==> src/rtl/uart_rx_if.sv <==
`default_nettype none
// +----------------------------------------------------------------------+
// | uart_rx_if : serial line, CPU-side byte handshake and status flags   |
// | Revision   : 1.0                                                     |
// +----------------------------------------------------------------------+
interface uart_rx_if;
  logic       rx_en;
  logic       rx;
  logic       ack;
  logic [7:0] data;
  logic       data_valid;
  logic       framing_err;
  logic       overrun_err;
  logic       busy_flag;

  modport master (
    output rx_en, rx, ack,
    input  data, data_valid, framing_err, overrun_err, busy_flag
  );

  modport slave (
    input  rx_en, rx, ack,
    output data, data_valid, framing_err, overrun_err, busy_flag
  );
endinterface
`default_nettype wire

==> src/rtl/uart_rx.sv <==
`default_nettype none
// +----------------------------------------------------------------------+
// | uart_rx : 8N1 UART receiver, mid-bit sampling, valid/ack holding reg |
// | Revision : 1.0                                                       |
// +----------------------------------------------------------------------+
module uart_rx #(
  parameter int CLK_FREQ      = 50_000_000,
  parameter int BAUD_RATE     = 115200,
  parameter int CLK_COUNT_BIT = CLK_FREQ / BAUD_RATE
) (
  input  wire      clk,
  input  wire      rst_n,
  uart_rx_if.slave bus
);

  localparam logic [31:0] C_FULL = 32'(CLK_COUNT_BIT - 1);
  localparam logic [31:0] C_HALF = 32'(CLK_COUNT_BIT / 2 - 1);

  typedef enum logic [2:0] {
    S_IDLE  = 3'd0,
    S_START = 3'd1,
    S_DATA  = 3'd2,
    S_STOP  = 3'd3,
    S_BREAK = 3'd4
  } state_t;

  state_t      r_state;
  logic        r_rx_m;
  logic        r_rx_s;
  logic [31:0] r_clk_count;
  logic [2:0]  r_bit_count;
  logic [7:0]  r_shift;
  logic [7:0]  r_data;
  logic        r_data_valid;
  logic        r_framing_err;
  logic        r_overrun_err;

  logic w_full;
  logic w_half;
  logic w_ack_ok;

  assign w_full   = (r_clk_count == C_FULL);
  assign w_half   = (r_clk_count == C_HALF);
  assign w_ack_ok = bus.ack & r_data_valid;

  always_ff @(posedge clk or negedge rst_n) begin
    if (!rst_n) begin
      r_state       <= S_IDLE;
      r_rx_m        <= 1'b1;
      r_rx_s        <= 1'b1;
      r_clk_count   <= '0;
      r_bit_count   <= '0;
      r_shift       <= '0;
      r_data        <= '0;
      r_data_valid  <= 1'b0;
      r_framing_err <= 1'b0;
      r_overrun_err <= 1'b0;
    end else begin
      r_rx_m <= bus.rx;
      r_rx_s <= r_rx_m;

      // Ack clears first; a same-cycle completion or error below overrides it.
      if (w_ack_ok) begin
        r_data_valid  <= 1'b0;
        r_framing_err <= 1'b0;
        r_overrun_err <= 1'b0;
      end

      case (r_state)
        S_IDLE: begin
          r_clk_count <= '0;
          if (bus.rx_en && !r_rx_s) begin
            r_state <= S_START;
          end
        end

        S_START: begin
          if (w_half) begin
            r_clk_count <= '0;
            if (r_rx_s) begin
              r_state <= S_IDLE;
            end else begin
              r_state     <= S_DATA;
              r_bit_count <= '0;
            end
          end else begin
            r_clk_count <= r_clk_count + 32'd1;
          end
        end

        S_DATA: begin
          if (w_full) begin
            r_clk_count          <= '0;
            r_shift[r_bit_count] <= r_rx_s;
            if (r_bit_count == 3'd7) begin
              r_state <= S_STOP;
            end else begin
              r_bit_count <= r_bit_count + 3'd1;
            end
          end else begin
            r_clk_count <= r_clk_count + 32'd1;
          end
        end

        S_STOP: begin
          if (w_full) begin
            r_clk_count <= '0;
            if (r_rx_s) begin
              r_data       <= r_shift;
              r_data_valid <= 1'b1;
              if (r_data_valid && !bus.ack) begin
                r_overrun_err <= 1'b1;
              end
              r_state <= S_IDLE;
            end else begin
              r_framing_err <= 1'b1;
              r_state       <= S_BREAK;
            end
          end else begin
            r_clk_count <= r_clk_count + 32'd1;
          end
        end

        S_BREAK: begin
          r_clk_count <= '0;
          if (r_rx_s) begin
            r_state <= S_IDLE;
          end
        end

        default: begin
          r_state     <= S_IDLE;
          r_clk_count <= '0;
        end
      endcase
    end
  end

  assign bus.data        = r_data;
  assign bus.data_valid  = r_data_valid;
  assign bus.framing_err = r_framing_err;
  assign bus.overrun_err = r_overrun_err;
  assign bus.busy_flag   = (r_state != S_IDLE);

endmodule
`default_nettype wire

==> src/flat_wrapper.sv <==
// flat-port wrapper written by rule: the top's interface ports become plain ports
module uart_rx_flat 
#(
  parameter int CLK_FREQ      = 50_000_000,
  parameter int BAUD_RATE     = 115200,
  parameter int CLK_COUNT_BIT = CLK_FREQ / BAUD_RATE
)
  (clk, rst_n, bus_rx_en, bus_rx, bus_ack, bus_data, bus_data_valid, bus_framing_err, bus_overrun_err, bus_busy_flag);
  uart_rx_if bus_i ();
  input  wire clk;
  input  wire rst_n;
  input wire logic [$bits(bus_i.rx_en)-1:0] bus_rx_en;
  input wire logic [$bits(bus_i.rx)-1:0] bus_rx;
  input wire logic [$bits(bus_i.ack)-1:0] bus_ack;
  output wire logic [$bits(bus_i.data)-1:0] bus_data;
  output wire logic [$bits(bus_i.data_valid)-1:0] bus_data_valid;
  output wire logic [$bits(bus_i.framing_err)-1:0] bus_framing_err;
  output wire logic [$bits(bus_i.overrun_err)-1:0] bus_overrun_err;
  output wire logic [$bits(bus_i.busy_flag)-1:0] bus_busy_flag;
  assign bus_i.rx_en = bus_rx_en;
  assign bus_i.rx = bus_rx;
  assign bus_i.ack = bus_ack;
  assign bus_data = bus_i.data;
  assign bus_data_valid = bus_i.data_valid;
  assign bus_framing_err = bus_i.framing_err;
  assign bus_overrun_err = bus_i.overrun_err;
  assign bus_busy_flag = bus_i.busy_flag;
  uart_rx #(.CLK_FREQ(CLK_FREQ), .BAUD_RATE(BAUD_RATE), .CLK_COUNT_BIT(CLK_COUNT_BIT)) u_core (.clk(clk), .rst_n(rst_n), .bus(bus_i));
endmodule
==> config.mk <==
export PLATFORM = sky130hd
export DESIGN_NAME = uart_rx_flat
export DESIGN_NICKNAME = d
export VERILOG_FILES = /design/src/rtl/uart_rx_if.sv /design/src/rtl/uart_rx.sv /design/src/flat_wrapper.sv
export SDC_FILE = /design/constraint.sdc
export NUM_CORES = 1
export LEC_CHECK = 0
export ABC_CLOCK_PERIOD_IN_PS = 6350
export CAP_MARGIN = 10
export CORE_MARGIN = 2
export CORE_UTILIZATION = 45
export CTS_CLUSTER_DIAMETER = 60
export DETAILED_ROUTE_END_ITERATION = 10
export DONT_BUFFER_PORTS = 1
export PLACE_DENSITY = 0.62
export SYNTH_ARGS = -nofsm -noshare
export SYNTH_HDL_FRONTEND = slang
export SYNTH_SLANG_ARGS = --single-unit
==> constraint.sdc <==
create_clock -name clk -period 6.35 [get_ports clk]
set_clock_uncertainty 0.05 [all_clocks]
set_input_delay 1.27 -clock clk [delete_from_list [all_inputs] [get_ports clk]]
set_output_delay 1.27 -clock clk [all_outputs]
set_load 0.05 [all_outputs]
==> results of run 1 <==
==> registers in the layout, summed over array words and instances (netlist names), named ones only <==
| name | cells |
|---|---|
| u_core.r_shift | 8 |
| u_core.r_rx_m | 1 |
| u_core.r_state | 3 |
| u_core.bus.data | 8 |
| u_core.bus.data_valid | 1 |
| u_core.bus.framing_err | 1 |
| u_core.r_bit_count | 3 |
| u_core.r_clk_count | 32 |
| u_core.r_rx_s | 1 |
==> final cells by class <==
| class | instances | area [um^2] |
|---|---|---|
| Clock buffer | 11 | 131.4 |
| Tap cell | 77 | 96.34 |
| Sequential cell | 59 | 1479 |
| Multi-Input combinational cell | 202 | 1440 |
| Clock inverter | 5 | 31.28 |
| Inverter | 5 | 18.77 |
| Fill cell | 589 | 3189 |
==> Yosys cell counts, types with 5 or more instances <==
| library cell | count |
|---|---|
| dfrtp_1 | 57 |
| nor2_1 | 44 |
| xor2_1 | 22 |
| nand3_1 | 16 |
| nand2_1 | 15 |
| nand4_1 | 15 |
| mux2_2 | 8 |
| mux2_4 | 8 |
| xnor2_1 | 8 |
| nor4_1 | 7 |
| and3_1 | 6 |
| clkbuf_1 | 5 |
| ha_1 | 5 |
==> metrics by stage <==
stage	setup WS [ns]	area (um^2)
floorplan	3.961	2989
finish	3.545	3197
global placement	3.523	3034
CTS	3.495	3197
detailed placement	3.504	3034
global route	3.207	3197
==> per-layer routing <==
metal | GRT usage | wire length (um) | vias up
met5 | 0 | 0 | -
met4 | 0.06061 | 81 | 0
met3 | 0.06930 | 223 | 5
met2 | 0.2408 | 2370 | 32
met1 | 0.2305 | 2752 | 973
li1 | - | - | 982
==> power groups by stage <==
stage               logic (mW)  clock network (mW)  registers [mW]
global route           0.00231               0.311           0.382
detailed placement     0.00195                   0           0.389
finish                 0.00193               0.284           0.382
floorplan              0.00228                   0           0.387
global placement       0.00190                   0           0.389
CTS                    0.00197               0.293           0.382
==> logic make-up after synthesis <==
| kind of cell | share of synthesized area |
|---|---|
| DFF | 0.4948 |
| xor gates and xnor gates | 0.08790 |
| and+or+nand+nor | 0.2591 |
| AOI/OAI and AO/OA | 0.03977 |
| muxes | 0.07409 |
| adders and majority gates | 0.02093 |
| buffers and inverters | 0.02344 |
==> path summary, 6_finish.rpt <==
path / start / slack, ns / to / depth (start not counted)
setup reg to reg: u_core.r_clk_count[13]$_DFF_PN0_ / 3.55 / u_core.r_clk_count[20]$_DFF_PN0_ / 5
min in group asynchronous: rst_n / 0.58 / u_core.r_clk_count[11]$_DFF_PN0_ / 0
hold reg to reg: u_core.r_rx_m$_DFF_PN1_ / 0.31 / u_core.r_rx_s$_DFF_PN1_ / 0
max in group asynchronous: rst_n / 5.49 / u_core.r_rx_s$_DFF_PN1_ / 0
hold / removal: u_core.r_rx_m$_DFF_PN1_ / 0.31 / u_core.r_rx_s$_DFF_PN1_ / 0
setup / recovery: u_core.r_clk_count[13]$_DFF_PN0_ / 3.55 / u_core.r_clk_count[20]$_DFF_PN0_ / 5
==> qor.csv, run 1 <==
metric,value,unit
synthDominantCellAreaShare,0.4772,
syn_avg_cell_area,10.83,um^2
port_buffers,0,
cts_resized,0,
cp_max_fo,32,
worst_pin_slew,1.031,ns
drc_errors,0,
syn_area,2989,um^2
fin_cells,359,
period_share,0.4417,
hold_class,reg -> reg,
crit_chain,nor4_1 > nand2_1 > nor4_4 > a211o_1 > nor2_1,
fin_util,0.5006,
die_y,85.50,um
yosys_warnings,0,
wl_per_cell,15.12,um
rows,29,
ys.flop_type,dfrtp_1,
final.min_clock_period,2.805,ns
via_per_inst,5.549,
status,"complete, no violations",
grt_usage,0.1684,
peakVddDrop,0.1645,mV
ant_nets,0,
pwr-share-comb,0.003,
switching_share,0.2236,
critical_path.max_stage_delay,0.85,ns
ctsHoldBuffers,0,
grt_pass1_vias,1905,
grt-ovfl-total,0,
slew_viol_final,0,
cp-start-kind,flip-flop,
finalHoldViolCount,0,
dr.first_iter.drc_count,142,
synth-async-reset-ratio,1.000,
grt_max_degree,60,
routed_wl,5427,um
p_int,0.5184,mW
crit_family,simple AND/OR/NAND/NOR gates,
dr.pass1.iters,6,
cts_buffer_depth,2,
total_power,0.6677,mW
start_util,0.4681,
dieArea,7310,um^2
timing.fmax,0.3565,GHz
htree_levels,3,
synthTopCellsByArea,"dfrtp_1 48%, xor2_1 6.4%, nor2_1 5.5%, mux2_4 4.0%, nand4_1 3.1%",
cp.buffers_inverters,0,
slowest_stage,a211o_1,
synth_enable_flop_cells,0,
die_w,85.50,um
synth_fp_nets,286,
finalSetupViolCount,0,
clkPwrFrac,0.426,
leakage,1.508,nW
cp.required,6.48,ns
cts_setup_buffers,0,
yosysUniqueCellTypes,49,
ys_seq_elements,59,
layout-area-overhead-vs-synth,6.949,%
core,6386,um^2
drive_gt1_frac,0.1525,
cts.sink_count,59,
grt_pass1_wl,9453,um
diodes,0,
rsz0062_at_grt,false,
dp_hpwl,3570,um
worstPathArrival,2.93,ns
clk_pin_slew,0.07,ns
layout_commonest_cell,dfrtp_1,
p_switching,0.1493,mW
path_class,reg -> reg,
pin_count,17,
via_count,1992,
cts_tree,yes,
max-slew-margin-rel,0.3127,
hold_slack,0.3086,ns
crit_path_end_kind,flip-flop,
synth_top_cell_by_area,dfrtp_1,
cts_made_buffers,9,
tns,0,ns
dp.cells,343,
gp_congestion,0.8555,
cellPowerDensity,208.9,nW/um^2
mostFrequentLayoutCells,"57 x dfrtp_1, 44 x nor2_1, 22 x xor2_1, 16 x nand3_1",
clock_latency,0.34,ns
seqPwrFrac,0.571,
cts_root_buf,clkbuf_8,
yosysSeqAreaShare,0.4948,
antenna_found_initial,0,
maxCapViolations,0,
syn_inst,276,
fin_nets,287,
(Power assumes the default switching activity.)
==> run 2, diff against run 1 <==
--- a/config.mk
+++ b/config.mk
@@ -5,14 +5,14 @@
 export SDC_FILE = /design/constraint.sdc
 export NUM_CORES = 1
 export LEC_CHECK = 0
-export ABC_CLOCK_PERIOD_IN_PS = 6350
+export ABC_CLOCK_PERIOD_IN_PS = 2300
 export CAP_MARGIN = 10
 export CORE_MARGIN = 2
 export CORE_UTILIZATION = 45
 export CTS_CLUSTER_DIAMETER = 60
 export DETAILED_ROUTE_END_ITERATION = 10
 export DONT_BUFFER_PORTS = 1
-export PLACE_DENSITY = 0.62
+export PLACE_DENSITY = 0.64
 export SYNTH_ARGS = -nofsm -noshare
 export SYNTH_HDL_FRONTEND = slang
 export SYNTH_SLANG_ARGS = --single-unit
==> constraint.sdc (replaced) <==
create_clock -name clk -period 2.3 [get_ports clk]
set_clock_uncertainty 0.05 [all_clocks]
set_input_delay 0.46 -clock clk [delete_from_list [all_inputs] [get_ports clk]]
set_output_delay 0.46 -clock clk [all_outputs]
set_load 0.05 [all_outputs]
==> run 2 against run 1 <==
Net effect:
- clock-buffer cell count is the same
- non-clock buffer count grew 15
- setup slack lost 3.4 ns
- fmax grew 28%
- via count grew 3.7%
- hold slack lost 0.24 ns
- sequential power grew to 2.7 times the previous value
- wire length grew 1.0%
- first-iteration DRC count shrank 7.0%
- critical path type unchanged
==> qor.csv, run 2 (synthesis results as in run 1) <==
metric,value,unit,change
cts.sink_count,59,,unchanged
cp_max_fo,4,,was 32
status,"complete, no violations",,unchanged
port_buffers,0,,unchanged
grt_pass1_wl,9646,um,was 9453 um
period_share,0.9498,,was 0.4417
grt-ovfl-total,0,,unchanged
cts_made_buffers,9,,unchanged
drc_errors,0,,unchanged
dr.pass1.iters,4,,was 6
clk_pin_slew,0.06,ns,was 0.07 ns
leakage,1.609,nW,was 1.508 nW
timing.fmax,0.4578,GHz,was 0.3565 GHz
fin_ws,0.1154,ns,was 3.545 ns
grt_max_degree,60,,unchanged
hold_slack,0.07088,ns,was 0.3086 ns
worst_pin_slew,0.4907,ns,was 1.031 ns
dieArea,7310,um^2,unchanged
drive_gt1_frac,0.2121,,was 0.1525
cts_buffer_depth,2,,unchanged
cts_tree,yes,,unchanged
dp_hpwl,3684,um,was 3570 um
cts_root_buf,clkbuf_8,,unchanged
layout_commonest_cell,dfrtp_1,,unchanged
slew_viol_final,0,,unchanged
ant_nets,0,,unchanged
total_power,1.887,mW,was 0.6677 mW
tns,0,ns,unchanged
grt_pass1_vias,2008,,was 1905
top_register,u_core.r_clk_count,,unchanged
largest_reg_flops,32,,unchanged
maxCapViolations,0,,unchanged
via_count,2065,,was 1992
cp-start-kind,flip-flop,,unchanged
rows,29,,unchanged
mostFrequentLayoutCells,"57 x dfrtp_1, 44 x nor2_1, 22 x xor2_1, 16 x nand3_1",,unchanged
htree_levels,3,,unchanged
core,6386,um^2,unchanged
grt_usage,0.1686,,was 0.1684
die_w,85.50,um,unchanged
fin_cells,374,,was 359
dp_slack,-0.01599,ns,was 3.504 ns
final.min_clock_period,2.185,ns,was 2.805 ns
fillers,581,,was 589
dr.first_iter.drc_count,132,,was 142
crit_chain,nor4_1 > nand4_2 > or2_1 > nor4_1 > mux2_1,,was nor4_1 > nand2_1 > nor4_4 > a211o_1 > nor2_1
slowest_stage,dfrtp_1,,was a211o_1
antenna_found_initial,0,,unchanged
worstPathArrival,2.35,ns,was 2.93 ns
rsz0062_at_grt,false,,unchanged
fin_nets,302,,was 287
cp.buffers_inverters,0,,unchanged
dp.cells,356,,was 343
crit_family,simple AND/OR/NAND/NOR gates,,unchanged
path_class,reg -> reg,,unchanged
critical_path.max_stage_delay,0.41,ns,was 0.85 ns
wl_per_cell,14.66,um,was 15.12 um
cts_setup_buffers,0,,unchanged
start_util,0.4681,,unchanged
max-slew-margin-rel,0.6729,,was 0.3127
die_y,85.50,um,unchanged
diodes,0,,unchanged
finalHoldViolCount,0,,unchanged
hold_class,in -> reg,,was reg -> reg
via_per_inst,5.521,,was 5.549
routed_wl,5483,um,was 5427 um
crit_path_end_kind,flip-flop,,unchanged
cpMostUsedCell,nor4_1,,
pin_count,17,,unchanged
layout-area-overhead-vs-synth,12.72,%,was 6.949%
cp.required,2.46,ns,was 6.48 ns
clock_latency,0.33,ns,was 0.34 ns
finalSetupViolCount,0,,unchanged
cellPowerDensity,560.2,nW/um^2,was 208.9 nW/um^2
gp_congestion,0.7913,,was 0.8555
peakVddDrop,0.4829,mV,was 0.1645 mV
## run 2: layout make-up
type                       count  area [um^2]  share of cell area
timing repair buffer          15        135.1             0.04010
tap                           77        96.34             0.02859
multi-input combinational    202         1470              0.4363
clock inverter                 5        28.78            0.008541
inverter                       5        18.77            0.005570
clock buffer                  11        141.4             0.04196
sequential                    59         1479              0.4389
## run 2: per-stage QoR
step / util / instance area (um^2)
after global placement: 0.4904 / 3132
after floorplan: - / 2989
after global routing: 0.5276 / 3369
after CTS: 0.5249 / 3352
final: 0.5276 / 3369
after detailed placement: 0.4904 / 3132
## run 2: path summary, 6_finish.rpt
check / endpoint / slack, ns / depth (start not counted) / start
worst min-delay path: u_core.r_rx_m$_DFF_PN1_ / 0.07 / 0 / bus_rx
worst max-delay path: u_core.r_shift[3]$_DFFE_PN0P_ / 0.12 / 5 / u_core.r_clk_count[26]$_DFF_PN0_
min in group asynchronous: u_core.r_clk_count[18]$_DFF_PN0_ / 0.59 / 2 / rst_n
worst min register to register: u_core.r_rx_s$_DFF_PN1_ / 0.31 / 0 / u_core.r_rx_m$_DFF_PN1_
worst max register to register: u_core.r_shift[3]$_DFFE_PN0P_ / 0.12 / 5 / u_core.r_clk_count[26]$_DFF_PN0_
max in group asynchronous: u_core.r_rx_m$_DFF_PN1_ / 1.30 / 2 / rst_n
## run 2: report_power, final
part / switching [mW] / internal [mW] / total (mW)
logic: 0.0234 / 0.00806 / 0.0315
clock network: 0.389 / 0.414 / 0.802
registers: 0.0110 / 1.04 / 1.05
## run 2: metal layers
metal / wire length (um) / global-route usage / vias up
met4: 40 / 0.05772 / 0
li1: - / - / 1014
met2: 2464 / 0.2479 / 30
met5: 0 / 0 / -
met1: 2780 / 0.2308 / 1017
met3: 197 / 0.06256 / 4
## run 2: what timing repair did
action	4_1_cts	5_1_grt
endpoints found under the setup margin	3	44
hold buffers	2	0
resized for setup	2	3
hold endpoints to repair	59	0
==> run 3, diff against run 2 <==
--- a/config.mk
+++ b/config.mk
@@ -9,10 +9,12 @@
 export CAP_MARGIN = 10
 export CORE_MARGIN = 2
 export CORE_UTILIZATION = 45
+export CTS_BUF_LIST = sky130_fd_sc_hd__clkbuf_2 sky130_fd_sc_hd__clkbuf_4 sky130_fd_sc_hd__clkbuf_8
 export CTS_CLUSTER_DIAMETER = 60
 export DETAILED_ROUTE_END_ITERATION = 10
 export DONT_BUFFER_PORTS = 1
 export PLACE_DENSITY = 0.64
+export REMOVE_ABC_BUFFERS = 1
 export SYNTH_ARGS = -nofsm -noshare
 export SYNTH_HDL_FRONTEND = slang
 export SYNTH_SLANG_ARGS = --single-unit
==> run 3 against run 2 <==
Net effect:
- total power grew 13%
- non-clock buffer count rose by 2
- critical path depth did not move
- via count up 0.73%
- clock power increased by 31%
- first-iteration DRC count up 22%
- clock-buffer cell count is the same
- setup slack better by 0.061 ns
- hold slack is essentially flat
- register-to-register slack gained 0.06 ns
- critical path type unchanged
==> qor.csv, run 3 (synthesis results as in run 1) <==
metric,value,unit,change
status,"complete, no violations",,unchanged
clk_pin_slew,0.07,ns,was 0.06 ns
final.min_clock_period,2.124,ns,was 2.185 ns
p_switching,0.4382,mW,was 0.4230 mW
total_power,2.135,mW,was 1.887 mW
cp_max_fo,5,,was 4
fin_ws,0.1762,ns,was 0.1154 ns
dp_hpwl,3731,um,was 3684 um
seqPwrFrac,0.492,,was 0.558
cts_buffer_depth,2,,unchanged
dr.first_iter.drc_count,161,,was 132
critical_path.max_stage_delay,0.43,ns,was 0.41 ns
largest_reg_flops,32,,unchanged
cp-start-kind,flip-flop,,unchanged
start_util,0.4681,,unchanged
cpMostUsedCell,nor4_2,,was nor4_1
cp.buffers_inverters,0,,unchanged
ant_nets,0,,unchanged
grt_max_degree,60,,unchanged
cp.required,2.47,ns,was 2.46 ns
crit_path_start,u_core.r_clk_count[9]$_DFF_PN0_,,was u_core.r_clk_count[26]$_DFF_PN0_
dp.cells,358,,was 356
cts_tree,yes,,unchanged
cts_made_buffers,9,,unchanged
period_share,0.9234,,was 0.9498
p_int,1.697,mW,was 1.465 mW
wl_per_cell,14.93,um,was 14.66 um
fin_util,0.5390,,was 0.5276
fin_cells,375,,was 374
fillers,572,,was 581
grt-ovfl-total,0,,unchanged
cellPowerDensity,620.4,nW/um^2,was 560.2 nW/um^2
crit_path_end_kind,flip-flop,,unchanged
pin_count,17,,unchanged
rsz0062_at_grt,false,,unchanged
die_w,85.50,um,unchanged
hold_class,in -> reg,,unchanged
top_register,u_core.r_clk_count,,unchanged
path_class,reg -> reg,,unchanged
min-delay-start,bus_rx,,unchanged
rows,29,,unchanged
drc_errors,0,,unchanged
finalHoldViolCount,0,,unchanged
routed_wl,5597,um,was 5483 um
maxCapViolations,0,,unchanged
dp_slack,0.1031,ns,was -0.01599 ns
max-slew-margin-rel,0.6707,,was 0.6729
worst_pin_slew,0.4939,ns,was 0.4907 ns
leakage,1.632,nW,was 1.609 nW
r2r-start,u_core.r_clk_count[9]$_DFF_PN0_,,was u_core.r_clk_count[26]$_DFF_PN0_
htree_levels,3,,unchanged
via_count,2080,,was 2065
grt_pass1_wl,9791,um,was 9646 um
seqCellArea,1479,um^2,unchanged
clkPwrFrac,0.491,,was 0.425
layout-area-overhead-vs-synth,15.15,%,was 12.72%
peakVddDrop,0.4016,mV,was 0.4829 mV
dpl_cell_area,3159,um^2,was 3132 um^2
hold_slack,0.07048,ns,was 0.07088 ns
dr.pass1.iters,4,,unchanged
pwr-share-comb,0.017,,about the same
layout_commonest_cell,dfrtp_1,,unchanged
slowest_stage,dfrtp_1,,unchanged
clock_latency,0.33,ns,about the same
diodes,0,,unchanged
core,6386,um^2,unchanged
grt_usage,0.1709,,was 0.1686
finalSetupViolCount,0,,unchanged
switching_share,0.2052,,was 0.2241
via_per_inst,5.547,,was 5.521
slew_viol_final,0,,unchanged
dieArea,7310,um^2,unchanged
stdcell_area,3442,um^2,was 3369 um^2
crit_chain,nor4_2 > nand4_2 > or2_1 > nor4_2 > mux2_1,,was nor4_1 > nand4_2 > or2_1 > nor4_1 > mux2_1
mostFrequentLayoutCells,"57 x dfrtp_1, 44 x nor2_1, 22 x xor2_1, 16 x nand3_1",,unchanged
grt_pass1_vias,2083,,was 2008
drive_gt1_frac,0.2148,,was 0.2121
multi_input_area,1465,um^2,was 1470 um^2
cts_root_buf,clkbuf_8,,unchanged
tns,0,ns,unchanged
gp_congestion,0.8264,,was 0.7913
worstPathArrival,2.29,ns,was 2.35 ns
fin_nets,304,,was 302
antenna_found_initial,0,,unchanged
crit_family,simple AND/OR/NAND/NOR gates,,unchanged
die_y,85.50,um,unchanged
timing.fmax,0.4709,GHz,was 0.4578 GHz
port_buffers,0,,unchanged
cts.sink_count,59,,unchanged
==> run 3: final cells by class <==
| cell class | count | share of cell area |
|---|---|---|
| Inverter | 5 | 0.005453 |
| Tap cell | 77 | 0.02799 |
| Multi-Input combinational cell | 202 | 0.4257 |
| Clock buffer | 11 | 0.04217 |
| Clock inverter | 4 | 0.02181 |
| Sequential cell | 59 | 0.4297 |
| Timing Repair Buffer | 17 | 0.04726 |
==> run 3: final timing paths <==
check / slack [ns] / to / cells past startpoint
max in group asynchronous: 1.30 / u_core.r_rx_s$_DFF_PN1_ / 2
max reg2reg: 0.18 / u_core.r_shift[3]$_DFFE_PN0P_ / 5
min: 0.07 / u_core.r_rx_m$_DFF_PN1_ / 0
min in group asynchronous: 0.62 / u_core.r_clk_count[8]$_DFF_PN0_ / 2
max: 0.18 / u_core.r_shift[3]$_DFFE_PN0P_ / 5
min reg2reg: 0.31 / u_core.r_rx_s$_DFF_PN1_ / 0
==> run 3: power groups by stage <==
stage                     sequential (mW)  combinational [mW]  clock, mW
after floorplan                      1.07             0.00450          0
after global placement               1.07             0.00989          0
after detailed placement             1.07             0.00981          0
after CTS                            1.05              0.0379       1.07
after global routing                 1.05              0.0427       1.12
final                                1.05              0.0362       1.05
==> run 3: per-layer routing <==
layer  track usage  wire length (um)
met1        0.2266              2667
met2        0.2692              2696
met3       0.05582               174
met4       0.05195                59
met5             0                 0
==> run 3: what timing repair did <==
item | in CTS | in global routing
setup buffers | 0 | 0
setup endpoints to repair | 0 | 13
hold endpoints to repair | 59 | 0
resized for setup | 0 | 4
hold buffers | 2 | 0
==> run 3: worst register-to-register path: cells and delay by family, from the launching register on <==
kind | cells | cell delay [ns]
flip-flops | 1 | 0.43
multiplexers | 1 | 0.35
AND/OR/NAND/NOR | 4 | 1.18
